<file path="src/rtl/pc_ctrl_if.sv">
// Fetch-stage PC sequencing bus between the redirect sources and the PC register.
// The master side drives requests and fetch handshake; the slave side (pc_ctrl) drives PC controls.
interface pc_ctrl_if #(
  parameter int unsigned XLEN = 64
);
  logic            fetch_ready;
  logic            branch_valid;
  logic [XLEN-1:0] branch_target;
  logic            trap_req;
  logic [XLEN-1:0] trap_vector;
  logic            dbg_halt_req;
  logic            dbg_resume_req;
  logic            dbg_pc_write;
  logic [XLEN-1:0] dbg_pc_data;

  logic            pc_enable;
  logic [1:0]      pc_sel;
  logic [XLEN-1:0] pc_branch;
  logic [XLEN-1:0] pc_interrupt;
  logic [XLEN-1:0] pc_debug_addr;
  logic            flush;
  logic            halted;

  modport master (
    output fetch_ready, branch_valid, branch_target, trap_req, trap_vector,
           dbg_halt_req, dbg_resume_req, dbg_pc_write, dbg_pc_data,
    input  pc_enable, pc_sel, pc_branch, pc_interrupt, pc_debug_addr,
           flush, halted
  );

  modport slave (
    input  fetch_ready, branch_valid, branch_target, trap_req, trap_vector,
           dbg_halt_req, dbg_resume_req, dbg_pc_write, dbg_pc_data,
    output pc_enable, pc_sel, pc_branch, pc_interrupt, pc_debug_addr,
           flush, halted
  );
endinterface

</file>
<file path="src/rtl/pc_ctrl.sv">
// Next-PC sequencing controller: captures branch/trap/debug redirects into pending
// registers and applies them to the PC register, with a debug RUN/HALT state machine.
module pc_ctrl #(
  parameter int unsigned XLEN = 64
) (
  input  logic        clk,
  input  logic        reset,
  pc_ctrl_if.slave    bus
);

  typedef enum logic {
    ST_RUN  = 1'b0,
    ST_HALT = 1'b1
  } state_e;

  typedef enum logic [1:0] {
    SEL_SEQ    = 2'b00,
    SEL_BRANCH = 2'b01,
    SEL_TRAP   = 2'b10,
    SEL_DEBUG  = 2'b11
  } sel_e;

  state_e          r_state;
  state_e          w_next_state;

  logic            r_br_pend;
  logic            r_tr_pend;
  logic            r_dbg_pend;
  logic            r_resume_pend;
  logic [XLEN-1:0] r_branch;
  logic [XLEN-1:0] r_interrupt;
  logic [XLEN-1:0] r_debug_addr;

  logic            w_enable;
  sel_e            w_sel;
  logic            w_resume_hold;

  logic            w_take_tr;
  logic            w_take_br;
  logic            w_take_dbg;
  logic            w_dbg_wr;
  logic            w_br_accept;

  // Redirect application depends only on registered state and fetch_ready.
  assign w_take_tr   = (r_state == ST_RUN) && bus.fetch_ready && r_tr_pend;
  assign w_take_br   = (r_state == ST_RUN) && bus.fetch_ready && !r_tr_pend && r_br_pend;
  assign w_take_dbg  = (r_state == ST_HALT) && r_dbg_pend;
  assign w_dbg_wr    = (r_state == ST_HALT) && bus.dbg_pc_write;
  assign w_br_accept = bus.branch_valid && !bus.trap_req && !r_tr_pend;

  always_ff @(posedge clk) begin
    if (reset) begin
      r_state <= ST_RUN;
    end else begin
      r_state <= w_next_state;
    end
  end

  always_comb begin
    w_next_state  = r_state;
    w_enable      = 1'b0;
    w_sel         = SEL_SEQ;
    w_resume_hold = r_resume_pend;
    case (r_state)
      ST_RUN: begin
        w_enable = bus.fetch_ready;
        if (r_tr_pend) begin
          w_sel = SEL_TRAP;
        end else if (r_br_pend) begin
          w_sel = SEL_BRANCH;
        end
        if (bus.dbg_halt_req) begin
          w_next_state = ST_HALT;
        end
      end
      ST_HALT: begin
        if (r_dbg_pend) begin
          w_enable = 1'b1;
          w_sel    = SEL_DEBUG;
        end
        // A resume waits until the debug PC write has been applied; a write landing
        // in the resume cycle itself also holds the resume so the write is not stranded.
        if (bus.dbg_resume_req || r_resume_pend) begin
          if (r_dbg_pend || bus.dbg_pc_write) begin
            w_resume_hold = 1'b1;
          end else begin
            w_resume_hold = 1'b0;
            w_next_state  = ST_RUN;
          end
        end
      end
      default: begin
        w_next_state = ST_RUN;
      end
    endcase
  end

  always_ff @(posedge clk) begin
    if (reset) begin
      r_br_pend     <= 1'b0;
      r_tr_pend     <= 1'b0;
      r_dbg_pend    <= 1'b0;
      r_resume_pend <= 1'b0;
      r_branch      <= '0;
      r_interrupt   <= '0;
      r_debug_addr  <= '0;
    end else begin
      r_resume_pend <= w_resume_hold;

      if (bus.trap_req) begin
        r_tr_pend   <= 1'b1;
        r_interrupt <= bus.trap_vector;
      end else if (w_take_tr) begin
        r_tr_pend <= 1'b0;
      end

      // A trap or a debug PC write supersedes any pending branch.
      if (bus.trap_req || w_dbg_wr) begin
        r_br_pend <= 1'b0;
      end else if (w_br_accept) begin
        r_br_pend <= 1'b1;
      end else if (w_take_br) begin
        r_br_pend <= 1'b0;
      end

      if (w_br_accept) begin
        r_branch <= bus.branch_target;
      end

      if (w_dbg_wr) begin
        r_dbg_pend   <= 1'b1;
        r_debug_addr <= bus.dbg_pc_data;
      end else if (w_take_dbg) begin
        r_dbg_pend <= 1'b0;
      end
    end
  end

  assign bus.pc_enable     = reset ? 1'b0 : w_enable;
  assign bus.pc_sel        = reset ? SEL_SEQ : w_sel;
  assign bus.flush         = !reset && w_enable && (w_sel != SEL_SEQ);
  assign bus.halted        = !reset && (r_state == ST_HALT);
  assign bus.pc_branch     = r_branch;
  assign bus.pc_interrupt  = r_interrupt;
  assign bus.pc_debug_addr = r_debug_addr;

endmodule

</file>
<file path="src/flat_wrapper.sv">
// flat-port wrapper written by rule: the top's interface ports become plain ports
module pc_ctrl_flat 
#(
  parameter int unsigned XLEN = 64
)
  (clk, reset, bus_fetch_ready, bus_branch_valid, bus_branch_target, bus_trap_req, bus_trap_vector, bus_dbg_halt_req, bus_dbg_resume_req, bus_dbg_pc_write, bus_dbg_pc_data, bus_pc_enable, bus_pc_sel, bus_pc_branch, bus_pc_interrupt, bus_pc_debug_addr, bus_flush, bus_halted);
  pc_ctrl_if #(.XLEN(XLEN)) bus_i ();
  input  logic clk;
  input  logic reset;
  input wire logic [$bits(bus_i.fetch_ready)-1:0] bus_fetch_ready;
  input wire logic [$bits(bus_i.branch_valid)-1:0] bus_branch_valid;
  input wire logic [$bits(bus_i.branch_target)-1:0] bus_branch_target;
  input wire logic [$bits(bus_i.trap_req)-1:0] bus_trap_req;
  input wire logic [$bits(bus_i.trap_vector)-1:0] bus_trap_vector;
  input wire logic [$bits(bus_i.dbg_halt_req)-1:0] bus_dbg_halt_req;
  input wire logic [$bits(bus_i.dbg_resume_req)-1:0] bus_dbg_resume_req;
  input wire logic [$bits(bus_i.dbg_pc_write)-1:0] bus_dbg_pc_write;
  input wire logic [$bits(bus_i.dbg_pc_data)-1:0] bus_dbg_pc_data;
  output wire logic [$bits(bus_i.pc_enable)-1:0] bus_pc_enable;
  output wire logic [$bits(bus_i.pc_sel)-1:0] bus_pc_sel;
  output wire logic [$bits(bus_i.pc_branch)-1:0] bus_pc_branch;
  output wire logic [$bits(bus_i.pc_interrupt)-1:0] bus_pc_interrupt;
  output wire logic [$bits(bus_i.pc_debug_addr)-1:0] bus_pc_debug_addr;
  output wire logic [$bits(bus_i.flush)-1:0] bus_flush;
  output wire logic [$bits(bus_i.halted)-1:0] bus_halted;
  assign bus_i.fetch_ready = bus_fetch_ready;
  assign bus_i.branch_valid = bus_branch_valid;
  assign bus_i.branch_target = bus_branch_target;
  assign bus_i.trap_req = bus_trap_req;
  assign bus_i.trap_vector = bus_trap_vector;
  assign bus_i.dbg_halt_req = bus_dbg_halt_req;
  assign bus_i.dbg_resume_req = bus_dbg_resume_req;
  assign bus_i.dbg_pc_write = bus_dbg_pc_write;
  assign bus_i.dbg_pc_data = bus_dbg_pc_data;
  assign bus_pc_enable = bus_i.pc_enable;
  assign bus_pc_sel = bus_i.pc_sel;
  assign bus_pc_branch = bus_i.pc_branch;
  assign bus_pc_interrupt = bus_i.pc_interrupt;
  assign bus_pc_debug_addr = bus_i.pc_debug_addr;
  assign bus_flush = bus_i.flush;
  assign bus_halted = bus_i.halted;
  pc_ctrl #(.XLEN(XLEN)) u_core (.clk(clk), .reset(reset), .bus(bus_i));
endmodule
</file>
<file path="config.mk">
export PLATFORM = sky130hd
export DESIGN_NAME = pc_ctrl_flat
export DESIGN_NICKNAME = d
export VERILOG_FILES = /design/src/rtl/pc_ctrl_if.sv /design/src/rtl/pc_ctrl.sv /design/src/flat_wrapper.sv
export SDC_FILE = /design/constraint.sdc
export NUM_CORES = 1
export LEC_CHECK = 0
export CAP_MARGIN = 0
export CORE_AREA = 2 2 153 155
export CTS_CLUSTER_DIAMETER = 80
export DETAILED_ROUTE_END_ITERATION = 10
export DIE_AREA = 0 0 155 157
export PLACE_DENSITY = 0.71
export SLEW_MARGIN = 25
export SYNTH_ARGS = -nofsm -noshare
export SYNTH_HDL_FRONTEND = slang
export SYNTH_SLANG_ARGS = --single-unit
export TNS_END_PERCENT = 5
</file>
<file path="constraint.sdc">
create_clock -name clk -period 3.7 [get_ports clk]
set_clock_uncertainty 0.05 [all_clocks]
set_input_delay 0.925 -clock clk [delete_from_list [all_inputs] [get_ports clk]]
set_output_delay 0.925 -clock clk [all_outputs]
set_load 0.02 [all_outputs]
</file>
# Word-level counts from Yosys, hierarchy flattened
# Cells that the tools add are included.
[totals]
ff_bits = 197
in_bits = 200
out_inout_bits = 197
elab_cells = 50
[classes]
muxes = 18
bitwise_logic = 1
reduce_logical = 23
[ops]
columns = ["operator", "count"]
rows = [
  ["two-way mux 1 bit", 12],
  ["logical AND 1 bit", 11],
  ["nonzero test 2 bit", 4],
  ["two-way mux 2 bit", 3],
  ["one-hot mux 1 bit (2 select lines)", 2],
  ["one-hot mux 2 bit (2 select lines)", 1],
  ["zero test 1 bit", 3],
  ["logical OR 1 bit", 3],
  ["AND reduction 2 bit", 1],
  ["OR reduction 2 bit", 1],
  ["inverter 1 bit", 1],
]

# Logic depth before layout (Yosys ltp)
[logic_depth]
ltp_word = 6
ltp_mapped = 6
mapped_depth_nobuf = 3

# Least setup slack after synthesis
# OpenSTA, ideal clock, no wires.
[synth_path]
path_kind = "input to output"
from = "input reset"
to = "output bus_flush"
arrival_time_ns = 1.801
required_time_ns = 2.725
path_slack_ns = 0.924
cell_stages = 3
path_buffers = 1
path_cell_list = "clkbuf_1 a21oi_1 and2_1"
[synth_via]
elab_chain_cells = 3
[synth_lines]
columns = ["element", "line", "source"]
rows = [
  ["start, declared", "flat_wrapper.sv:9", "input logic reset;"],
  ["zero test 1 bit", "pc_ctrl.sv:141", "assign bus.flush = !reset && w_enable && (w_sel != SEL_SEQ);"],
  ["logical AND 1 bit (2 in a row)", "pc_ctrl.sv:141", ""],
  ["end, declared", "flat_wrapper.sv:24", "output wire logic [$bits(bus_i.flush)-1:0] bus_flush;"],
]
# No other way between the ends.

# Worst setup path in the final report
[layout_path]
from = "input bus_fetch_ready"
to = "output bus_flush"
[layout_via]
elab_chain_cells = 3
[layout_lines]
columns = ["element", "line", "source"]
rows = [
  ["start, declared", "flat_wrapper.sv:10", "input wire logic [$bits(bus_i.fetch_ready)-1:0] bus_fetch_ready;"],
  ["one-hot mux 1 bit (2 select lines)", "pc_ctrl.sv:64", "case (r_state)"],
  ["logical AND 1 bit (2 in a row)", "pc_ctrl.sv:141", ""],
]
# No other way between the ends.

==> impl_metrics.yaml <==
floorplanning:
  dieArea_sq_mm: 0.0243
  initial_utilization_pct: 30.4
  die_h_um: 157
  fp.coreArea_sq_mm: 0.0225
  io_pins: 397
  row_count: 55
  die_w_um: 155
logic_synthesis:
  synth_nets: 995
  yosysSeqAreaShare_pct: 57.6
  ys_warn_count: 0
  ys_seq_elements: 197
  synth.distinct_cells: 20
  syn-instance-count: 795
  netlist_area_sq_mm: 0.00685
  syn_area_per_cell_sq_um: 8.62
clock_tree:
  postCtsResizedCells: 0
  numCtsBuffers: 17
  cts_buffer_depth: 2
  cts_sinks: 197
  cts_root_buf: "clkbuf_16"
  postCtsSetupBuffers: 0
  cts_hold_buf: 0
  cts_tree: "built"
  clk_latency_ps: 420
  htreeDepth: 4
  clk_pin_slew_ps: 70
grt:
  first_global_vias: 6429
  gr-total-overflow: 0
  grt_max_degree: 95
  groute.usage.overall_pct: 17.6
  grt_pass1_wl_um: 34000
  antenna_found_initial: 1
detailed_routing:
  wl_per_cell_um: 15.2
  via_per_inst: 4.51
  initialDrtViolationCount: 412
  first_pass_iters: 4
  vias: 6561
  ant_nets: 0
  route.met3.wl_um: 2180
  route.final.wire_length_um: 22200
  wl_met2_um: 11000
  drc_errors: 0
  wirelength_met1_um: 8660
  dr.max_layer_used: "met4"
worst_setup_path:
  critPathLaunch: "bus_fetch_ready"
  worstSetupStartpointType: "input pin"
  required_ps: 2720
  crit_path_max_fanout: 3
  path_class: "in -> out"
  cp_data_arrival_time_ps: 2490
  worstSetupEndpointType: "output pin"
  r2r-start: "u_core.r_state$_SDFF_PP0_"
final_layout:
  final_area_sq_mm: 0.0116
  multi_input_area_sq_mm: 0.00265
  final.fill_count: 2086
  final-seq-area_sq_mm: 0.00394
  area_growth_pct: 69.2
  fin_util_pct: 51.5
  layout.nets: 1359
  drive_gt1_share_pct: 4.02
sta:
  max_freq_mhz: 289
  worst_slew_pin_slew_ps: 1020
  hold_violations: 0
  rsz0062_at_grt: "no"
  fin_setup_tns_ps: 0
  setup_viol_count_final: 0
  period_needed_ps: 3470
  max-slew-margin-rel_pct: 31.9
  hold_ws_ps: 403
  drv_slew: 0
  timing.final.crit_share_pct: 93.7
pwr:
  clock_power_share_pct: 36.4
  seqPwrFrac_pct: 46.8
  power.net_switching_w: 0.00130
  pwr-share-comb_pct: 16.8
  p_per_area_mw_per_mm2: 420
  switching_share_pct: 26.7
  p_leak_nw: 4.34
  p_int_w: 0.00357
  vdd_ir_drop_max_v: 0.000245
run:
  max-cap-violations: 0
hold_path:
  hold_path_startpoint: "u_core.bus.pc_branch[14]$_SDFFE_PP0P_"
  hold_path_class: "reg -> reg"
placed_design:
  dp_hpwl_um: 15900
  placed_area_sq_mm: 0.0110
  io_buffer_count: 396
  place_congestion: 0.776
status:
  status: "complete, no violations"
==> kinds of logic after synthesis <==
kind of cell | after synthesis | synth area share (%)
compound gates | 139 | 10.4
buf+inv | 59 | 3.80
flops | 197 | 57.6
mux | 64 | 9.35
simple gates | 336 | 18.9
==> layout make-up <==
class | instances | share of cell area, %
repair buffers | 404 | 35.2
flip-flops and latches | 197 | 34.0
diodes | 1 | 0.0216
clock inverters | 12 | 0.982
multi-input cells | 539 | 22.9
well taps | 285 | 3.08
clock buffers | 18 | 3.79
==> path summary, 6_finish.rpt <==
| kind | to | depth (start not counted) | slack, ps |
|---|---|---|---|
| max | bus_flush | 5 | 230 |
| min | u_core.bus.pc_branch[14]$_SDFFE_PP0P_ | 2 | 400 |
| max reg2reg | u_core.bus.pc_debug_addr[40]$_SDFFE_PP0P_ | 4 | 1890 |
| min reg2reg | u_core.bus.pc_branch[14]$_SDFFE_PP0P_ | 2 | 400 |
==> synth_stat cells <==
cell	number	share of area (%)
nor2_1	68	3.7
nor3b_1	1	0.11
a311oi_1	1	0.13
buf_2	19	1.4
clkbuf_1	31	1.7
or3b_1	1	0.13
o21ai_0	2	0.15
and2_1	2	0.18
or2_2	1	0.091
buf_1	5	0.27
or3b_2	1	0.13
a211oi_1	1	0.11
mux2i_1	64	9.4
a21oi_1	134	9.8
nand2_1	258	14
nor2b_1	1	0.091
dfxtp_1	197	58
a2111oi_2	1	0.22
buf_4	4	0.44
nand2b_1	3	0.27
==> worst max-delay path: stages <==
cell and delay [ps]:
clkdlybuf4s50_1 460, nand2b_1 100, a21oi_1 240, and2_1 170, clkdlybuf4s50_1 600
==> power by group through the flow <==
stage	registers (W)	clock network (W)	logic, W
final	0.00228	0.00177	0.000818
after CTS	0.00228	0.00183	0.000828
after global placement	0.00232	0	0.000816
after detailed placement	0.00233	0	0.000824
after floorplan	0.00244	0	0.000224
after global routing	0.00229	0.00193	0.000877
==> per-layer routing <==
layer  vias up  track usage (%)
met3        24             7.30
met2       281             30.9
met5         -                0
met1      2973             19.0
met4         0             6.35
li1       3283                -
==> layout by cell type (no fill, tap or decap), types with 3 or more instances in the layout <==
master           synthesis  layout
clkdlybuf4s50_1          0     394
nand2_1                258     257
dfxtp_1                197     197
a21oi_1                134     134
nor2_1                  68      68
mux2i_1                 64      64
clkbuf_16                0      17
buf_4                    4       5
clkinv_4                 0       4
inv_8                    0       4
nand2b_1                 3       3
inv_6                    0       3
buf_12                   0       3
==> metrics by stage <==
stage                     power [W]  setup slack, ps  cells
after floorplan             0.00267              924    795
after global placement      0.00314              213   1424
after detailed placement    0.00315              246   1425
after CTS                   0.00494              217   1455
after global routing        0.00510              131   1456
final                       0.00487              235   1456
==> sequential cells by signal (all words and copies together) (netlist names) <==
register	flops
u_core.r_resume_pend	1
u_core.bus.pc_branch	64
u_core.r_tr_pend	1
u_core.bus.pc_debug_addr	64
u_core.r_dbg_pend	1
u_core.bus.pc_interrupt	64
u_core.r_br_pend	1
u_core.r_state	1
No activity file was read; power rests on OpenSTA's default activity.
